### src/rtl/bridge_pkg.sv
// Shared types and helpers for the MMIO bridge.
package bridge_pkg;

  localparam int unsigned DATA_W = 32;
  localparam int unsigned BE_W   = 4;

  typedef enum logic [1:0] {
    StIdle,
    StWait,
    StDone,
    StErr
  } state_e;

  // Counter/index width that never collapses to zero bits.
  function automatic int unsigned cnt_width(input int unsigned n);
    return (n > 1) ? $clog2(n) : 1;
  endfunction

endpackage

### src/rtl/bridge_decode.sv
// Combinational priority address decoder: lowest matching device index wins.
module bridge_decode
  import bridge_pkg::*;
#(
  parameter int unsigned                NUM_DEV  = 3,
  parameter int unsigned                IDX_W    = 2,
  parameter logic [NUM_DEV*DATA_W-1:0]  DEV_BASE = '0,
  parameter logic [NUM_DEV*DATA_W-1:0]  DEV_MASK = '0
) (
  input  logic [DATA_W-1:0]  addr,
  output logic               hit,
  output logic [NUM_DEV-1:0] sel,
  output logic [IDX_W-1:0]   index,
  output logic [DATA_W-1:0]  offset
);

  // Scan upward and freeze on the first hit so overlaps resolve to the lowest index.
  always_comb begin
    hit    = 1'b0;
    sel    = '0;
    index  = '0;
    offset = '0;
    for (int i = 0; i < NUM_DEV; i++) begin
      if (!hit && ((addr & DEV_MASK[i*DATA_W +: DATA_W]) == DEV_BASE[i*DATA_W +: DATA_W])) begin
        hit    = 1'b1;
        sel[i] = 1'b1;
        index  = IDX_W'(i);
        offset = addr & ~DEV_MASK[i*DATA_W +: DATA_W];
      end
    end
  end

endmodule

### src/rtl/mmio_bridge.sv
// Request/acknowledge MMIO bridge from the CPU data port to NUM_DEV device
// channels, with per-device wait states, a bus-error timeout and synchronised
// interrupt lines.
module mmio_bridge
  import bridge_pkg::*;
#(
  parameter int unsigned               NUM_DEV  = 3,
  parameter int unsigned               TIMEOUT  = 16,
  parameter logic [NUM_DEV*DATA_W-1:0] DEV_BASE = {32'h7F20, 32'h7F10, 32'h7F00},
  parameter logic [NUM_DEV*DATA_W-1:0] DEV_MASK = {3{32'hFFFF_FFF0}}
) (
  input  logic                      clk,
  input  logic                      reset,
  input  logic                      cpu_req,
  input  logic [DATA_W-1:0]         cpu_addr,
  input  logic [DATA_W-1:0]         cpu_wdata,
  input  logic [BE_W-1:0]           cpu_we,
  output logic [DATA_W-1:0]         cpu_rdata,
  output logic                      cpu_ack,
  output logic                      cpu_err,
  output logic [NUM_DEV-1:0]        dev_sel,
  output logic [DATA_W-1:0]         dev_addr,
  output logic [DATA_W-1:0]         dev_wdata,
  output logic [BE_W-1:0]           dev_we,
  input  logic [NUM_DEV*DATA_W-1:0] dev_rdata,
  input  logic [NUM_DEV-1:0]        dev_ready,
  input  logic [NUM_DEV-1:0]        dev_irq,
  output logic [NUM_DEV-1:0]        hwint
);

  localparam int unsigned IdxW = cnt_width(NUM_DEV);
  localparam int unsigned CntW = cnt_width(TIMEOUT);

  state_e              state_q, state_d;
  logic [CntW-1:0]     cnt_q, cnt_d;
  logic [DATA_W-1:0]   rdata_q, rdata_d;
  logic [NUM_DEV-1:0]  sel_q;
  logic [IdxW-1:0]     idx_q;
  logic [DATA_W-1:0]   addr_q;
  logic [DATA_W-1:0]   wdata_q;
  logic [BE_W-1:0]     we_q;
  logic [NUM_DEV-1:0]  irq_meta_q, irq_sync_q;

  logic                dec_hit;
  logic [NUM_DEV-1:0]  dec_sel;
  logic [IdxW-1:0]     dec_idx;
  logic [DATA_W-1:0]   dec_offset;
  logic                accept;
  logic                ready;
  logic [DATA_W-1:0]   rd_slice;

  bridge_decode #(
    .NUM_DEV  (NUM_DEV),
    .IDX_W    (IdxW),
    .DEV_BASE (DEV_BASE),
    .DEV_MASK (DEV_MASK)
  ) u_decode (
    .addr   (cpu_addr),
    .hit    (dec_hit),
    .sel    (dec_sel),
    .index  (dec_idx),
    .offset (dec_offset)
  );

  // Only the latched device may complete the access; other ready lines are ignored.
  assign ready = |(dev_ready & sel_q);

  // Pick the read data slice of the latched device.
  always_comb begin
    rd_slice = '0;
    for (int i = 0; i < NUM_DEV; i++) begin
      if (idx_q == IdxW'(i)) rd_slice = dev_rdata[i*DATA_W +: DATA_W];
    end
  end

  // Next-state, wait counter and read-data capture.
  always_comb begin
    state_d = state_q;
    cnt_d   = cnt_q;
    rdata_d = rdata_q;
    accept  = 1'b0;
    unique case (state_q)
      StIdle: begin
        cnt_d = '0;
        if (cpu_req) begin
          accept = 1'b1;
          if (dec_hit) begin
            state_d = StWait;
          end else begin
            state_d = StErr;
            rdata_d = '0;
          end
        end
      end
      StWait: begin
        cnt_d = cnt_q + 1'b1;
        // Ready has priority over a coincident timeout.
        if (ready) begin
          state_d = StDone;
          rdata_d = rd_slice;
          cnt_d   = '0;
        end else if (cnt_q == CntW'(TIMEOUT - 1)) begin
          state_d = StErr;
          rdata_d = '0;
          cnt_d   = '0;
        end
      end
      StDone:  state_d = StIdle;
      StErr:   state_d = StIdle;
      default: state_d = StIdle;
    endcase
  end

  // FSM, counter and read-data registers.
  always_ff @(posedge clk or negedge reset) begin
    if (!reset) begin
      state_q <= StIdle;
      cnt_q   <= '0;
      rdata_q <= '0;
    end else begin
      state_q <= state_d;
      cnt_q   <= cnt_d;
      rdata_q <= rdata_d;
    end
  end

  // Request latches: captured once on accept and held for the whole transaction.
  always_ff @(posedge clk or negedge reset) begin
    if (!reset) begin
      sel_q   <= '0;
      idx_q   <= '0;
      addr_q  <= '0;
      wdata_q <= '0;
      we_q    <= '0;
    end else if (accept) begin
      sel_q   <= dec_sel;
      idx_q   <= dec_idx;
      addr_q  <= dec_offset;
      wdata_q <= cpu_wdata;
      we_q    <= cpu_we;
    end
  end

  // Two-flop interrupt synchroniser, independent of the FSM.
  always_ff @(posedge clk or negedge reset) begin
    if (!reset) begin
      irq_meta_q <= '0;
      irq_sync_q <= '0;
    end else begin
      irq_meta_q <= dev_irq;
      irq_sync_q <= irq_meta_q;
    end
  end

  // Output decode from registered state.
  always_comb begin
    dev_sel   = (state_q == StWait) ? sel_q : '0;
    dev_we    = (state_q == StWait) ? we_q  : '0;
    dev_addr  = addr_q;
    dev_wdata = wdata_q;
    cpu_ack   = (state_q == StDone) || (state_q == StErr);
    cpu_err   = (state_q == StErr);
    cpu_rdata = rdata_q;
    hwint     = irq_sync_q;
  end

endmodule
### config.mk
export PLATFORM = sky130hd
export DESIGN_NAME = mmio_bridge
export DESIGN_NICKNAME = d
export VERILOG_FILES = /design/src/rtl/bridge_pkg.sv /design/src/rtl/bridge_decode.sv /design/src/rtl/mmio_bridge.sv
export SDC_FILE = /design/constraint.sdc
export NUM_CORES = 1
export LEC_CHECK = 0
export CAP_MARGIN = 10
export CORE_MARGIN = 5
export CORE_UTILIZATION = 36
export DETAILED_ROUTE_END_ITERATION = 8
export GPL_ROUTABILITY_DRIVEN = 0
export PLACE_DENSITY = 0.82
export RECOVER_POWER = 25
export SLEW_MARGIN = 20
export SYNTH_ARGS = -nofsm -noshare
export SYNTH_HDL_FRONTEND = slang
export SYNTH_SLANG_ARGS = --single-unit
### constraint.sdc
create_clock -name clk -period 2.4 [get_ports clk]
set_input_delay 0.48 -clock clk [delete_from_list [all_inputs] [get_ports clk]]
set_output_delay 0.48 -clock clk [all_outputs]
set_load 0.05 [all_outputs]
# Word level (Yosys, flattened, before mapping)
# Cells that the tools add are included.
# Widths: inputs -> output; s select.
# word_totals
ramBits,0
output_inout_bits,108
mem_count,0
wordCells,66
latchBits,0
rom_bits,0
in_bits,173
regBits,117
# classes
div_mod_pow,0
magnitude_cmp,0
n_reduce_logical,12
n_mul,0
bitwise,1
muxes,30
shifts,0
addsub,1
n_eq_ne,12
# op_table
cell,n
$mux 32,9
$eq 28x11->1 const B,3
$pmux 32 s2,1
$mux 4,4
$mux 2,5
$mux 1,8
$pmux 4 s2,1
$eq 2x2->1 const B,3
$pmux 2 s3,1
$add 4x1->4 const B,1
$eq 2x1->1 const B,2
$eq 4x4->1 const B,1
$logic_not 2->1,2
$ne 2x2->1 const B,2
$reduce_and 4->1,1
$and 3x3->3,1
$mux 3,1
$ne 3x3->1 const B,1
$reduce_or 3->1,1
$logic_and 1x1->1,2
$logic_not 1->1,2
$reduce_and 2->1,1
$reduce_bool 2->1,1
$reduce_or 2->1,1
$logic_or 1x1->1,1

# Depth between registers and ports, before layout
# Gate-level depths: netlist of the first run.
# depth
word_depth,11
mapped_depth,7
ltp_nobuf,6

# Modules after synthesis
# A second synthesis of the first run with hierarchy kept.
# unflattened
hier_cells,454
hier_area_um2,5765.5
# by_module_without_submodules
mod,area_per_inst_um2,cells_per_inst,seq_area_each_um2,instances
mmio_bridge,5357.6,396,2927.8,1
bridge_decode,407.9,58,0.0,1

# Worst setup path after synthesis of the first run
# Ideal clock, no wire load.
# synth_path
path_type,input to register
startpoint,input port cpu_addr[13]
endpoint,"register rdata_q[10], in the netlist cpu_rdata[10]"
setup_ps,121
n_path_buf,1
required_ps,2279
arrival_time_ps,1777
setup_slack_ps,502
stages,6
cell_sequence,and4b_1 and4_1 and4_1 a211o_2 buf_6 a22o_1
# synth_between
elab_chain_cells,10
elab_cells_between_ends,12
cone_classes,4 x eq/ne; 3 x mux; 5 x reduce/logical
# synth_rtl
element,line,rtl
from (decl),mmio_bridge.sv:15,"input logic [DATA_W-1:0] cpu_addr,"
$eq 28x11->1,bridge_decode.sv:24,if (!hit && ((addr & DEV_MASK[i*DATA_W +: DATA_W]) == DEV_BASE[i*DATA_W +: DATA_W])) begin
$mux 1,bridge_decode.sv:24,
$logic_not 1->1,bridge_decode.sv:24,
$logic_and 1x1->1,bridge_decode.sv:24,
$mux 1,bridge_decode.sv:24,
$logic_not 1->1,bridge_decode.sv:24,
$logic_and 1x1->1,bridge_decode.sv:24,
$mux 1 *,bridge_decode.sv:24,
$ne 2x2->1 (no source line) *,-,
$reduce_and 4->1 (no source line) *,-,
to (signal assigned),mmio_bridge.sv:123,rdata_q <= rdata_d;
to (decl),mmio_bridge.sv:36,"logic [DATA_W-1:0] rdata_q, rdata_d;"
# Every way passes the cells marked *; elsewhere a longest branch is shown, timed or not.
# A chain may end at the register's enable or synchronous reset.

# Final worst setup path of the first run
# layout_path
startpoint,register state_q[1]
endpoint,output port cpu_ack
# layout_between
elab_chain_cells,2
elab_cells_between_ends,3
cone_classes,2 x eq/ne; 1 x reduce/logical
# layout_rtl
element,line,rtl
from (decl),mmio_bridge.sv:34,"state_e state_q, state_d;"
from (signal assigned),mmio_bridge.sv:117,state_q <= StIdle;
from (signal assigned),mmio_bridge.sv:121,state_q <= state_d;
$eq 2x2->1,mmio_bridge.sv:161,cpu_ack = (state_q == StDone) || (state_q == StErr);
$logic_or 1x1->1 *,mmio_bridge.sv:161,
to (decl),mmio_bridge.sv:19,"output logic cpu_ack,"
# Marks and branches as above.

==> metrics.txt, run 1 <==
vias per inst=4.877; die width=118.2 um; maximum resistive drop on vdd=0.0008020 V; slew at the pin with the worst max-slew slack=1193 ps; total length of routed wires=14140 um; final count of negative-setup-slack endpoints=0; Skew-Pair Late Insertion Delay=330 ps; vias in the first global route=4399; share of cells above drive strength 1=6.125%; final cell utilization of the core=62.65%; Synth Register Bits=87; largest driver fanout on the critical path=11; net total in the final layout=871; largest family of logic cells by synthesized area=simple AND/OR/NAND/NOR gates; ordered cell list for the critical path=clkdlybuf4s50_1; clock tree root driver cell=sky130_fd_sc_hd__clkbuf_16; Chip Height=118.2 um; detail-routed net length per standard cell=16.73 um; clock transition at the registers of the reported paths=60 ps; global-route layer with the greatest usage=met2; initial antenna violation count=0; DR pass1 iterations=4; largest stage delay on the critical path=890 ps; depth of the critical timing path with buffers and inverters included=1; Worst R2R Start=sel_q[2]; GRT met2 Usage=34.32%; mean instance size in the synthesized netlist=9.344 um2; power density of the placed cells=880.4 mW/mm2; H-tree level count=3; classification of the worst-slack hold path=flop to flop; startpoint type of the worst setup path=flop; grt met3 use=7.975%; worst path bufs/invs=1; Arr. time, crit path=1760 ps; 1st-iter DRT viols=127; netlist area before placement=0.004214 mm2; HPWL after DPL=11280 um; number of inserted filler cells in the final layout=938; Setup crit start=state_q[1]; number of remaining DRC errors=0; count of boundary I/O pins=281; number of violations of the max-capacitance limit=0; proportion of synthesized chip area in sequential cells=51.66%; internal reg-to-reg setup slack=500 ps; PortBufs=252; global-route wire length before repair=22550 um; global routing usage summed across all routing layers=19.72%; overflow left after global routing=0; number of standard cells in the final layout excluding fillers=845; Crit path max-delay family=buffers and inverters; effective utilization at floorplan=36.75%; async set or reset register ratio after synthesis=100.0%; setup repair after global routing missed its margin=false; gate count after technology mapping=451; via count=4121; Hold Fails Final Rpt=0; Core Rows=39; run status=completed; Synth Area in Simple Gates=19.24%; arithmetic-cell share of the synthesized area counting full adders, half adders and majority gates=0.2969%; final max-slew violation count=0; required time at the endpoint of the critical path=1920 ps; Num Clock Sinks=87; mux share of post-synthesis cell area=7.601%; xor and xnor fraction of the mapped netlist area=0%; clock tree from TritonCTS=yes; maximum frequency from static timing analysis=0.4462 GHz; compound-gate portion of the synthesized area=12.65%; headroom to the max-slew limit=20.47%; r2r worst-path depth=6; total number of yosys warnings=0; Antenna Nets Post-Route=0; EDFF count, synth=0; crit path capture type=primary output; Area growth, synth to finish=70.49%; Reg2Reg Capture Point=cpu_rdata[28]; Final Critical Period=2241 ps; Cell variety after synth=31; Final Cycle Share=93.39%; most used flip-flop cell after synthesis=sky130_fd_sc_hd__dfrtp_1; M1 GR Usage=21.96%; clock buffer count from CTS=9; category of the critical setup timing path=flop to primary output; placed cell count=829; overall die area=0.01397 mm2; buffer levels on the longest clock path=2; pin count of the biggest net entering global routing=49; Core ar.=0.01147 mm2; final setup skew=3.837 ps; total inserted antenna cells=0; slowest stage cell on the critical path=sky130_fd_sc_hd__clkdlybuf4s50_1; critical path endpoint=cpu_ack; Lkg Pwr=3.142 nW
repair_timing:
item,CTS,global route
setup endpoints to repair,0,6
hold buffers,0,0
buffers inserted,0,0
gates resized for setup,0,2
state kept, by name (all words and copies together) (netlist names):
signal,count
dev_wdata,32
state_q,2
dev_addr,4
cpu_rdata,32
we_q,4
irq_meta_q,3
sel_q,3
hwint,3
cnt_q,4
cell type report:
type	count	area [um2]	area share [%]
flip-flops and latches	87	2178	30.32
multi-input cells	332	1797	25.01
inverters	2	7.507	0.1045
clock inverters	5	32.53	0.4528
well taps	143	178.9	2.490
clock buffers	11	252.7	3.518
repair buffers	265	2738	38.11
metrics by stage:
step | hold WS (ps) | TNS, ps | power, mW | setup slack [ps] | area, um2
floorplan | 184.4 | 0 | 3.817 | 501.8 | 4315
global placement | 332.1 | 0 | 4.957 | 42.84 | 6892
detailed placement | 335.6 | -385.7 | 5.050 | -34.67 | 6892
CTS | 179.6 | 0 | 6.383 | 77.06 | 7177
global route | 363.9 | 0 | 6.668 | 89.10 | 7184
finish | 347.9 | 0 | 6.325 | 158.7 | 7184
placed cells by master, fill, tap and decap left out, drive strengths merged, types with 2 or more instances in the layout:
master         count
mux2i             32
nand4b             2
dfrtp             87
a22o              32
and4               2
o31ai              2
nor2               4
inv                2
and2               9
nand2            157
o21ai             39
dlygate4sd3        3
nor4               2
clkinvlp           3
nor2b              2
clkdlybuf4s50    240
clkinv             2
nand3              9
conb              28
buf               20
clkbuf            12
how the worst min path moves through the flow:
stage | start | end | slack (ps) | depth (start not counted)
floorplan | reset | cnt_q[0] | 180 | 0
global placement | irq_meta_q[1] | hwint[1] | 330 | 0
detailed placement | irq_meta_q[2] | hwint[2] | 340 | 0
CTS | reset | dev_wdata[26] | 180 | 1
global route | irq_meta_q[2] | hwint[2] | 360 | 0
finish | irq_meta_q[2] | hwint[2] | 350 | 0
routing by layer:
| layer | part of all wire, % | routed length [um] | vias up |
|---|---|---|---|
| met1 | 37 | 5243 | 1955 |
| li1 | - | - | 1951 |
| met5 | 0 | 0 | - |
| met2 | 51 | 7151 | 195 |
| met3 | 10 | 1470 | 20 |
| met4 | 1.9 | 269 | 0 |
power by group:
part / switching, mW / internal (mW) / leakage (nW)
clock network: 0.556 / 0.754 / 0.134
logic: 1.91 / 1.09 / 1.87
registers: 0.217 / 1.79 / 1.14
cell usage after synthesis, drive strengths merged, types with 4 or more instances:
master,number,area (um2)
buf,32,255.2
clkbuf,25,93.84
o21ai,39,195.2
dfrtp,87,2177
nand3,9,45.04
a22o,32,280.3
nor2,4,15.01
mux2i,32,320.3
nand2,157,589.3
and2,9,56.30
logic make-up (layout without fill, tap and decap cells):
kind of cell	Yosys count	count (layout)
other	1	28
adders and majority gates	1	1
and+or+nand+nor	193	193
DFF	87	87
buffers and inverters	59	283
muxes	32	32
AOI/OAI and AO/OA	78	78
Power figures use the tool's default switching activity.
==> inputs of run 2 (changes only) <==
Settings changed: ABC_AREA set to 1, CORE_UTILIZATION 36 to 37, PLACE_DENSITY 0.82 to 0.83.
==> run 2 against run 1 <==
Against the previous run:
- combinational power up 1%
- sequential share of layout area down 0.30 points
- sequential power decreased by 3%
- clock skew rose by 6.3 ps
- via count increased by 7.6%
- setup slack improved by 210 ps
- routed wire length fell by 3.7%
- core utilization rose by 0.33 points
- final cell count up 16%
- sequential cell count did not move
- global-route usage decreased by 0.60 points
- critical endpoint is now cpu_rdata[13]
- largest power group unchanged
- highest routed layer unchanged
==> metrics.txt, run 2 <==
run status=completed; CTS hold repair buffers=0; Synth Register Bits=87; HPWL after DPL=10820 um; power density of the placed cells=883.6 mW/mm2; Arr. time, crit path=1550 ps; maximum frequency from static timing analysis=0.4917 GHz; most numerous cell in the Yosys netlist=sky130_fd_sc_hd__nand2_1; die width=118.9 um; classification of the worst-slack hold path=primary input to asynchronous set/reset pin; category of the critical setup timing path=flop to primary output; crit path capture type=primary output; vias per inst=4.526; cell types occupying the most area after synthesis=sky130_fd_sc_hd__dfrtp_1 (50%), sky130_fd_sc_hd__nand2_1 (27%), sky130_fd_sc_hd__buf_4 (4.8%); DR pass1 iterations=4; setup repair after global routing missed its margin=false; overall die area=0.01413 mm2; Final Cycle Share=84.73%; async set or reset register ratio after synthesis=100.0%; via count=4435; startpoint type of the worst setup path=flop; initial antenna violation count=0; slowest stage cell on the critical path=sky130_fd_sc_hd__clkdlybuf4s50_1; final count of negative-setup-slack endpoints=0; Core ar.=0.01152 mm2; Core Rows=39; Final Critical Period=2034 ps; count of boundary I/O pins=281; number of buffers added for setup after CTS=0; net total in the final layout=1006; required time at the endpoint of the critical path=1920 ps; gate count after technology mapping=586; final sum of negative setup slack=0 ps; leading cell types in the layout, fill and taps excluded=sky130_fd_sc_hd__nand2_1 (312), sky130_fd_sc_hd__clkdlybuf4s50_1 (240), sky130_fd_sc_hd__dfrtp_1 (87); PortBufs=252; maximum resistive drop on vdd=0.0004720 V; overflow left after global routing=0; most area-hungry cell type in the Yosys netlist=sky130_fd_sc_hd__dfrtp_1; detail-routed net length per standard cell=13.88 um; EDFF count, synth=0; global-route wire length before repair=21890 um; final max-slew violation count=0; headroom to the max-slew limit=31.87%; clock buffer count from CTS=9; number of remaining DRC errors=0; effective utilization at floorplan=38.08%; mean instance size in the synthesized netlist=7.484 um2; Area growth, synth to finish=65.39%; pin count of the biggest net entering global routing=48; Hold Fails Final Rpt=0; clock transition at the registers of the reported paths=60 ps; ordered cell list for the critical path=clkdlybuf4s50_1; netlist area before placement=0.004385 mm2; clock tree root driver cell=sky130_fd_sc_hd__clkbuf_16; 1st-iter DRT viols=255; total length of routed wires=13610 um; post-synth top area share=49.64%; Skew-Pair Late Insertion Delay=330 ps; total inserted antenna cells=0; H-tree level count=3; Resized Gates After CTS=0; number of inserted filler cells in the final layout=1008; final setup skew=10.18 ps; total number of yosys warnings=0; Antenna Nets Post-Route=0; leading cell type in the layout, fill and taps excluded=sky130_fd_sc_hd__nand2_1; share of cells above drive strength 1=7.766%; number of violations of the max-capacitance limit=0; most used flip-flop cell after synthesis=sky130_fd_sc_hd__dfrtp_1; commonest cells in the netlist=sky130_fd_sc_hd__nand2_1 (312), sky130_fd_sc_hd__dfrtp_1 (87), sky130_fd_sc_hd__nand3_1 (39); proportion of synthesized chip area in sequential cells=49.64%; Chip Height=118.9 um; Crit path max-delay family=buffers and inverters; Num Clock Sinks=87; buffer levels on the longest clock path=2; Non-Filler Cell Area, Final=0.007253 mm2; post-placement cell area=0.006949 mm2; largest driver fanout on the critical path=2; Cell variety after synth=28; vias in the first global route=4424; worst path bufs/invs=1; global routing usage summed across all routing layers=19.12%; slew at the pin with the worst max-slew slack=1022 ps; clock tree from TritonCTS=yes; Lkg Pwr=3.516 nW; largest stage delay on the critical path=830 ps
==> run 2: cell types whose count changed after synthesis, moves of 18 or more <==
| cell | delta |
|---|---|
| sky130_fd_sc_hd__o21ai_0 | -29 |
| sky130_fd_sc_hd__nand2_2 | +18 |
| sky130_fd_sc_hd__nand3_1 | +30 |
| sky130_fd_sc_hd__nand2_1 | +155 |
| sky130_fd_sc_hd__mux2i_1 | -31 |
| sky130_fd_sc_hd__a22o_1 | -31 |
| sky130_fd_sc_hd__nor2_1 | +26 |
==> run 2: path summary, 6_finish.rpt <==
path,cells after the start,to,startpoint,slack (ps)
max,1,cpu_rdata[13],cpu_rdata[13],370
min,1,dev_wdata[5],reset,320
max reg2reg,11,cpu_rdata[1],state_q[1],830
min reg2reg,0,hwint[0],irq_meta_q[0],350
max in group asynchronous,2,cnt_q[1],reset,1290
min in group clk,0,hwint[0],irq_meta_q[0],350
==> run 2: where the power goes <==
group,switching (mW),internal (mW)
Combinational,2.00,1.05
Clock,0.592,0.822
Sequential,0.154,1.79
Total,2.74,3.66
==> run 2: layout make-up <==
class | count | area [um2] | share of cell area [%]
tap | 143 | 178.9 | 2.467
timing repair buffer | 262 | 2635 | 36.33
multi-input combinational | 450 | 1868 | 25.75
clock buffer | 9 | 225.2 | 3.105
clock inverter | 7 | 81.33 | 1.121
sequential | 87 | 2177 | 30.02
inverter | 22 | 87.58 | 1.208
==> run 2: worst reg2reg max path, cell delays in order (launching register included) <==
cell                      delay [ps]
sky130_fd_sc_hd__dfrtp_1         370
sky130_fd_sc_hd__buf_4           170
sky130_fd_sc_hd__nor2_4          160
sky130_fd_sc_hd__inv_6            70
sky130_fd_sc_hd__nor2_4          130
sky130_fd_sc_hd__nand2_2          80
sky130_fd_sc_hd__nand2_1          70
sky130_fd_sc_hd__inv_2            50
sky130_fd_sc_hd__nand2_4          70
sky130_fd_sc_hd__buf_12          190
sky130_fd_sc_hd__nand2_1         100
sky130_fd_sc_hd__nand2_1          60
==> run 2: per-layer routing <==
layer / track usage, % / part of all wire (%) / vias to the layer above
met2: 32.86 / 49 / 188
li1: - / - / 2216
met5: 0 / 0 / -
met1: 23.29 / 40 / 2006
met3: 5.308 / 8.6 / 25
met4: 6.300 / 2.1 / 0
==> run 2: stage by stage <==
step / power, mW / hold slack [ps] / util, % / cells / worst slack [ps]
finish: 6.409 / 322.4 / 62.98 / 980 / 366.4
global route: 6.748 / 362.1 / 62.98 / 980 / 325.5
CTS: 6.484 / 147.1 / 63.01 / 980 / 349.7
detailed placement: 5.052 / 336.2 / 60.34 / 964 / 254.2
global placement: 5.003 / 335.2 / 60.34 / 964 / 349.1
floorplan: 4.020 / 184.4 / - / 613 / 584.0
==> run 2: cell families after synthesis <==
kind of cell | synth area share [%]
simple gates | 37.77
flops | 49.64
buf+inv | 10.24
compound gates | 1.341
xor+xnor | 0.3995
fa+ha+maj | 0.2853
other cells | 0.08551
mux | 0.2283
==> inputs of run 3 (changes only) <==
Clock period 2.4 ns to 2.05 ns, I/O delays scaled along.
==> run 3 against run 2 <==
Against the previous run:
- global-route usage hardly changed
- sequential power rose by 18%
- final cell count increased by 0.20%
- first-iteration DRC count is 16% higher
- highest routed layer unchanged
- die area unchanged
- count of clock-buffer cells in the layout is 1 higher
- sequential share of layout area decreased by 0.39 points
- clock power is 21% higher
- core utilization grew 0.83 points
- non-clock buffer count up 3
- critical path depth is the same
==> metrics.txt, run 3 (synthesis results as in run 2) <==
top routing layer in use=met4; buffer levels on the longest clock path=2; vias in the first global route=4443; Routed met3 length=1295 um; largest driver fanout on the critical path=2; category of the critical setup timing path=flop to primary output; clock transition at the registers of the reported paths=60 ps; number of buffers added for setup after CTS=0; crit path capture type=primary output; final sum of negative setup slack=0 ps; 1st-iter DRT viols=297; internal portion of total power=4.492 mW; r2r worst-path depth=11; pin count of the biggest net entering global routing=51; Worst R2R Start=state_q[0]; worst path bufs/invs=1; placed cell count=966; Final Critical Period=1956 ps; leading cell types in the layout, fill and taps excluded=sky130_fd_sc_hd__nand2_1 (312), sky130_fd_sc_hd__clkdlybuf4s50_1 (239), sky130_fd_sc_hd__dfrtp_1 (87); global-route wire length before repair=21940 um; part of the power in the clock network=22.2%; setup repair after global routing missed its margin=false; largest stage delay on the critical path=830 ps; Core Rows=39; number of inserted filler cells in the final layout=991; ordered cell list for the critical path=clkdlybuf4s50_1; Cells on Worst Hold Path=0; post-placement cell area=0.007049 mm2; Skew-Pair Late Insertion Delay=330 ps; final count of negative-setup-slack endpoints=0; headroom to the max-slew limit=58.31%; H-tree level count=3; net switching power of the design=3.181 mW; number of remaining DRC errors=0; initial antenna violation count=0; count of boundary I/O pins=281; overflow left after global routing=0; Resized Gates After CTS=0; startpoint type of the worst setup path=flop; wire length on met2=6711 um; clock tree root driver cell=sky130_fd_sc_hd__clkbuf_16; final max-slew violation count=0; run status=completed; Area growth, synth to finish=67.56%; min-delay src=irq_meta_q[1]; total length of routed wires=13720 um; required time at the endpoint of the critical path=1640 ps; logic gate share of total power=47.8%; detail-routed net length per standard cell=13.97 um; Num Clock Sinks=87; clock buffer count from CTS=9; switching share of power=41.46%; Setup crit start=cpu_rdata[20]; Hold Fails Final Rpt=0; classification of the worst-slack hold path=flop to flop; minimum hold slack=346.5 ps; slew at the pin with the worst max-slew slack=625.4 ps; total inserted antenna cells=0; DR pass1 iterations=5; Arr. time, crit path=1550 ps; power density of the placed cells=1044 mW/mm2; number of standard cells in the final layout excluding fillers=982; vias per inst=4.486; PortBufs=252; wl on met1=5473 um; die width=118.9 um; HPWL after DPL=10710 um; Non-Filler Cell Area, Final=0.007348 mm2; Lkg Pwr=3.548 nW; depth of the critical timing path with buffers and inverters included=1; Core ar.=0.01152 mm2; CTS hold repair buffers=1; clock tree from TritonCTS=yes; share of power burned in registers=29.9%; Antenna Nets Post-Route=0; overall die area=0.01413 mm2; slowest stage cell on the critical path=sky130_fd_sc_hd__clkdlybuf4s50_1; Crit path max-delay family=buffers and inverters; leading cell type in the layout, fill and taps excluded=sky130_fd_sc_hd__nand2_1; maximum resistive drop on vdd=0.0004481 V; global routing usage summed across all routing layers=19.13%; via count=4405; Final Cycle Share=95.44%; effective utilization at floorplan=38.08%; share of cells above drive strength 1=7.747%; number of violations of the max-capacitance limit=0; final cell utilization of the core=63.81%; Chip Height=118.9 um; net total in the final layout=1009; maximum frequency from static timing analysis=0.5111 GHz; final setup skew=8.672 ps
[run 3: stage by stage]
step / setup WS, ps / total power [mW]
global route: 38.35 / 8.061
global placement: 88.51 / 5.986
finish: 93.53 / 7.672
detailed placement: 22.90 / 6.039
CTS: 65.04 / 7.773
floorplan: 304.0 / 4.706
[run 3: worst paths after layout]
check / to / slack (ps)
max: cpu_rdata[20] / 90
min: hwint[1] / 350
max reg2reg: cpu_rdata[20] / 520
min reg2reg: hwint[1] / 350
max in group asynchronous: sel_q[1] / 310
min in group asynchronous: dev_wdata[5] / 630
[run 3: layout make-up]
type	count	area, um2	area share, %
clock inverters	5	82.58	1.124
inverters	22	87.58	1.192
clock buffers	10	229.0	3.116
well taps	143	178.9	2.435
repair buffers	265	2733	37.19
multi-input cells	450	1861	25.32
flip-flops and latches	87	2177	29.63
[run 3: layer usage]
metal  vias up  GRT usage [%]
li1       2217              -
met3        17          6.019
met5         -              0
met1      1984          22.57
met2       187          33.32
met4         0          6.010
[run 3: power groups by stage]
stage                     clock network [mW]  logic, mW  registers, mW
after floorplan                            0       1.34           3.37
after global placement                     0       3.67           2.32
after detailed placement                   0       3.71           2.33
after CTS                               1.75       3.72           2.30
after global routing                    1.81       3.91           2.34
final                                   1.71       3.67           2.30
==> RTL change 1: new RTL, flow settings as in run 2 <==
Register the output `cpu_err`, with the module's reset; this adds one clock of latency there. The other outputs are not delayed to match.
--- a/src/rtl/mmio_bridge.sv
+++ b/src/rtl/mmio_bridge.sv
@@ -30,6 +30,8 @@
 
   localparam int unsigned IdxW = cnt_width(NUM_DEV);
   localparam int unsigned CntW = cnt_width(TIMEOUT);
+
+  logic cpu_err_d;
 
   state_e              state_q, state_d;
   logic [CntW-1:0]     cnt_q, cnt_d;
@@ -159,9 +161,17 @@
     dev_addr  = addr_q;
     dev_wdata = wdata_q;
     cpu_ack   = (state_q == StDone) || (state_q == StErr);
-    cpu_err   = (state_q == StErr);
+    cpu_err_d = (state_q == StErr);
     cpu_rdata = rdata_q;
     hwint     = irq_sync_q;
   end
 
+  always_ff @(posedge clk or negedge reset) begin
+    if (!reset) begin
+      cpu_err <= '0;
+    end else begin
+      cpu_err <= cpu_err_d;
+    end
+  end
+
 endmodule
Behaviour: not the same (a bounded check fails within 4 cycles, from zero or initial values and one cycle with reset low).
==> RTL change 1 against run 2 <==
  * Clock skew fell by 0.0031 ns
  * Setup slack got worse by 0.031 ns
  * Wire length rose by 2.7%
  * Design area fell by 0.98%
  * Utilization fell by 0.35 points
  * Sequential cell count rose by 1
  * Synthesized area fell by 1.0%
  * Global-route usage rose by 0.41 points
  * Cell count rose by 0.41%
  * Total power fell by 0.87%
  * Die area fell by 0.92%
  * Non-clock buffer count fell by 1
  * Sequential share of layout area rose by 0.65 points
  * Critical path type unchanged
==> RTL change 1: results (changes against run 2) <==
status:
  outcome: "complete, no violations"  # unchanged
cts:
  cts_setup_buffers: 0  # unchanged
  clk_latency_ns: 0.33  # about the same
  clkTransAtPathRegs_ns: 0.07
  htree_num_levels: 3  # unchanged
  cts_resized: 0  # unchanged
setup_path:
  cp_max_fo: 2  # unchanged
  max_stage_delay_ns: 0.85  # was 0.83 ns
  reg2reg_depth: 10  # was 11
  rrSetupSlack_ns: 0.62  # was 0.83 ns
  crit_end: "cpu_rdata[2]"  # was cpu_rdata[13]
  crit_arrival_ns: 1.58  # was 1.55 ns
  critPathLaunch: "cpu_rdata[2]"  # was cpu_rdata[13]
  r2r-end: "cpu_rdata[19]"  # was cpu_rdata[1]
  reg2reg_from: "state_q[1]"  # unchanged
  cp_slowest_cell: "clkdlybuf4s50_1"  # unchanged
  crit_family: "buffers and inverters"  # unchanged
power:
  vdd_drop_max_mv: 0.835  # was 0.472 mV
  clkPwrFrac_pct: 22.4  # was 22.1%
  cellLeakagePower_nw: 3.50  # was 3.52 nW
  powerClk_mw: 1.42
  swShare_pct: 43.0  # was 42.8%
  seq_power_share_pct: 31.2  # was 30.4%
synthesis:
  ys_seq_area_share_pct: 50.7  # was 49.6%
  synth_common_cells: "332 x nand2_1, 88 x dfrtp_1, 40 x nand3_1"  # was 312 x nand2_1, 87 x dfrtp_1, 39 x nand3_1
  synthTopCellsByArea: "dfrtp_1 51%, nand2_1 29%, buf_4 4.8%"  # was dfrtp_1 50%, nand2_1 27%, buf_4 4.8%
  syn_avg_cell_area_um2: 7.35  # was 7.48 µm²
  synthArstFlopShare_pct: 100  # unchanged
  yosysUniqueCellTypes: 21  # was 28
grt:
  grt_pass1_wl_mm: 22.3  # was 21.9 mm
  grt_use_total_pct: 19.5  # was 19.1%
  antenna_found_initial: 0  # unchanged
  grt_max_degree: 46  # was 48
route:
  drt_iter0_drc: 263  # was 255
  drtPass1Iterations: 4  # unchanged
  dr_total_vias: 4481  # was 4435
  wire_per_inst_um: 14.2  # was 13.9 µm
  wl_mm: 14.0  # was 13.6 mm
hold_path:
  holdPathStages: 0
  hold_path_startpoint: "irq_meta_q[1]"
  whs_endpoint: "hwint[1]"
  min_path_type: "reg -> reg"  # was in -> async
placed_design:
  dpl_worst_slack_ns: 0.214  # was 0.254 ns
  place_hpwl_mm: 10.7  # was 10.8 mm
  dpl_cell_area_um2: 6890  # was 6950 µm²
  place_inst: 968  # was 964
sta:
  skew_ns: 0.00705  # was 0.0102 ns
  holdWs_ns: 0.350  # was 0.322 ns
  relSlewSlack_pct: 24.8  # was 31.9%
  max_freq_ghz: 0.484  # was 0.492 GHz
layout:
  fill_cells: 1019  # was 1008
  nNetsFinal: 1010  # was 1006
  fin_area_um2: 7180  # was 7250 µm²
  drive_above_1_share_pct: 5.23  # was 7.77%
  diodes: 0  # unchanged
[RTL change 1: changes by cell type after synthesis, sizes merged]
cell	delta
mux2i	-1
clkbuf	+3
inv	+1
nand4	-1
nand3	+1
buf	-3
a22o	-1
a21oi	+1
dfrtp	+1
nor2	+1
nand2	+3
[RTL change 1: cells by family after synthesis]
group           synth area share [%]
other cells                   0.0864
flops                           50.7
fa+ha+maj                      0.288
xor+xnor                       0.404
compound gates                  1.27
simple gates                    37.4
buf+inv                         9.80
[RTL change 1: routing by layer]
layer	GRT usage [%]	routed length, µm	up-vias
met5	0	0	-
met4	5.73	189	0
met3	5.64	1270	13
met2	34.2	6860	193
met1	23.3	5660	2047
li1	-	-	2228
[RTL change 1: layout make-up]
type | instances | area share, %
clock buffer | 9 | 3.14
multi-input combinational | 453 | 25.4
sequential | 88 | 30.7
tap | 143 | 2.49
clock inverter | 7 | 1.08
timing repair buffer | 261 | 36.0
inverter | 23 | 1.20
==> RTL change 2: new RTL, flow settings as in run 2 <==
Without the edit above. Set the package constant `BE_W` to 5 (it was 4).
--- a/src/rtl/bridge_pkg.sv
+++ b/src/rtl/bridge_pkg.sv
@@ -2,7 +2,7 @@
 package bridge_pkg;
 
   localparam int unsigned DATA_W = 32;
-  localparam int unsigned BE_W   = 4;
+  localparam int unsigned BE_W   = 5;
 
   typedef enum logic [1:0] {
     StIdle,
Ports: changed (resized cpu_we and dev_we); port bits go from 281 to 283. The function was not compared with the original's and may differ.
==> RTL change 2 against run 2 <==
  * Wire length up 1.9%
  * Synthesized cell count up 0.85%
  * Global-route usage down 0.15 points
  * Largest power group unchanged
  * Total power about the same
  * Setup slack worse by 0.062 ns
  * Cell count up 1.0%
  * Synthesized area up 1.0%
  * Design area up 0.34%
  * Via count up 0.36%
  * Sequential cell count up 1
  * Worst hold slack worse by 0.043 ns
==> RTL change 2: results (changes against run 2) <==
synthesis:
  synth_common_cells: "311 x nand2_1, 88 x dfrtp_1, 39 x nand3_1"  # was 312 x nand2_1, 87 x dfrtp_1, 39 x nand3_1
  synthFlopType: "dfrtp_1"  # unchanged
  synthArstFlopShare_pct: 100  # unchanged
  ys_seq_area_share_pct: 49.7  # was 49.6%
  yosysUniqueCellTypes: 29  # was 28
  yosysWarnings: 0  # unchanged
  synthTopCellsByArea: "dfrtp_1 50%, nand2_1 26%, buf_4 4.7%"  # was dfrtp_1 50%, nand2_1 27%, buf_4 4.8%
sta:
  skew_ns: 0.00737  # was 0.0102 ns
  max_freq_ghz: 0.477  # was 0.492 GHz
  relSlewSlack_pct: 35.1  # was 31.9%
grt:
  met2_usage_pct: 33.4  # was 32.9%
  grt_pass1_wl_mm: 21.7  # was 21.9 mm
  antenna_found_initial: 0  # unchanged
  grt_pass1_vias: 4366  # was 4424
  grt_use_total_pct: 19.0  # was 19.1%
  use_met3_pct: 6.17  # was 5.31%
  grt_max_degree: 51  # was 48
  grt_use_met1_pct: 22.2  # was 23.3%
  grt_overflow_total: 0  # unchanged
hold_path:
  min_path_type: "in -> async"  # unchanged
route:
  dr_total_vias: 4451  # was 4435
  wire_per_inst_um: 14.0  # was 13.9 µm
  drtPass1Iterations: 4  # unchanged
  drt_iter0_drc: 284  # was 255
setup_path:
  rrSetupSlack_ns: 0.70  # was 0.83 ns
  crit_arrival_ns: 1.62  # was 1.55 ns
  crit_end: "cpu_err"  # was cpu_rdata[13]
  reg2reg_depth: 10  # was 11
  critPathLaunch: "state_q[1]"  # was cpu_rdata[13]
  cp_slowest_cell: "clkdlybuf4s50_1"  # unchanged
  cp_max_fo: 3  # was 2
  r2r-end: "cpu_rdata[3]"  # was cpu_rdata[1]
  max_stage_delay_ns: 0.80  # was 0.83 ns
power:
  swShare_pct: 42.8  # about the same
  cellLeakagePower_nw: 3.52  # about the same
  vdd_drop_max_mv: 0.510  # was 0.472 mV
cts:
  clkTransAtPathRegs_ns: 0.06  # about the same
  numCtsBuffers: 9  # unchanged
  cts_setup_buffers: 0  # unchanged
  clk_latency_ns: 0.34
  htree_num_levels: 3  # unchanged
  cts_root_buffer: "clkbuf_16"  # unchanged
  clockBufferDepth: 2  # unchanged
  cts_resized: 0  # unchanged
layout:
  drive_above_1_share_pct: 7.71  # was 7.77%
  fill_cells: 1058  # was 1008
  diodes: 0  # unchanged
  nNetsFinal: 1013  # was 1006
placed_design:
  dpl_worst_slack_ns: 0.157  # was 0.254 ns
  dpl_cell_area_um2: 6980  # was 6950 µm²
  portBuffers: 254  # was 252
  place_hpwl_mm: 10.9  # was 10.8 mm
status:
  outcome: "complete, no violations"  # unchanged
==> RTL change 2: cell count changes after synthesis, sizes merged <==
cell / change
o21ai: +1
clkinv: +1
nor2: +1
dfrtp: +1
nand2: +1
clkbuf: +3
buf: -3
==> RTL change 2: cell type report <==
type	count	area share, %
timing repair buffer	263	35.9
sequential	88	30.3
multi-input combinational	453	25.9
clock buffer	10	3.28
tap	147	2.53
inverter	23	1.25
clock inverter	6	0.911
==> RTL change 2: worst min path at each step <==
stage,slack (ns),from,cells past startpoint,to
after floorplan,0.18,reset,0,cnt_q[0]
after global placement,0.33,irq_meta_q[1],0,hwint[1]
after detailed placement,0.33,irq_meta_q[1],0,hwint[1]
after CTS,0.12,reset,1,hwint[2]
after global routing,0.36,irq_meta_q[1],0,hwint[1]
final,0.28,reset,1,hwint[0]
==> RTL change 2: worst max-delay path: cells and delay by family, from the launching register on <==
| family | cells | cell delay [ns] |
|---|---|---|
| flops | 1 | 0.37 |
| buf+inv | 2 | 0.84 |
| simple gates | 1 | 0.06 |
==> RTL change 2: cells by family after synthesis <==
kind of cell / count (synthesis) / share of synthesized area [%]
buf+inv: 77 / 10.2
simple gates: 409 / 37.7
fa+ha+maj: 1 / 0.282
mux: 1 / 0.226
flops: 88 / 49.7
xor+xnor: 2 / 0.395
other cells: 1 / 0.0846
compound gates: 12 / 1.44
==> RTL change 2: power groups by stage <==
stage	sequential (mW)	clock [mW]	combinational, mW
2_1_floorplan	2.90	0	1.17
5_1_grt	2.02	1.53	3.19
3_5_place_dp	2.00	0	3.03
4_1_cts	1.98	1.46	3.03
6_report	1.98	1.44	2.99
3_3_place_gp	2.00	0	2.99
==> RTL change 2: routing by layer <==
metal	vias up	wire length (µm)
li1	2234	-
met1	2034	5570
met2	166	7010
met3	17	1090
met4	0	197
met5	-	0
==> RTL change 2: through the flow <==
step | instances | utilization (%) | hold WS, ns
floorplan | 618 | - | 0.184
global placement | 974 | 58.8 | 0.331
detailed placement | 974 | 58.8 | 0.335
CTS | 990 | 61.4 | 0.119
global route | 990 | 61.4 | 0.358
finish | 990 | 61.4 | 0.279
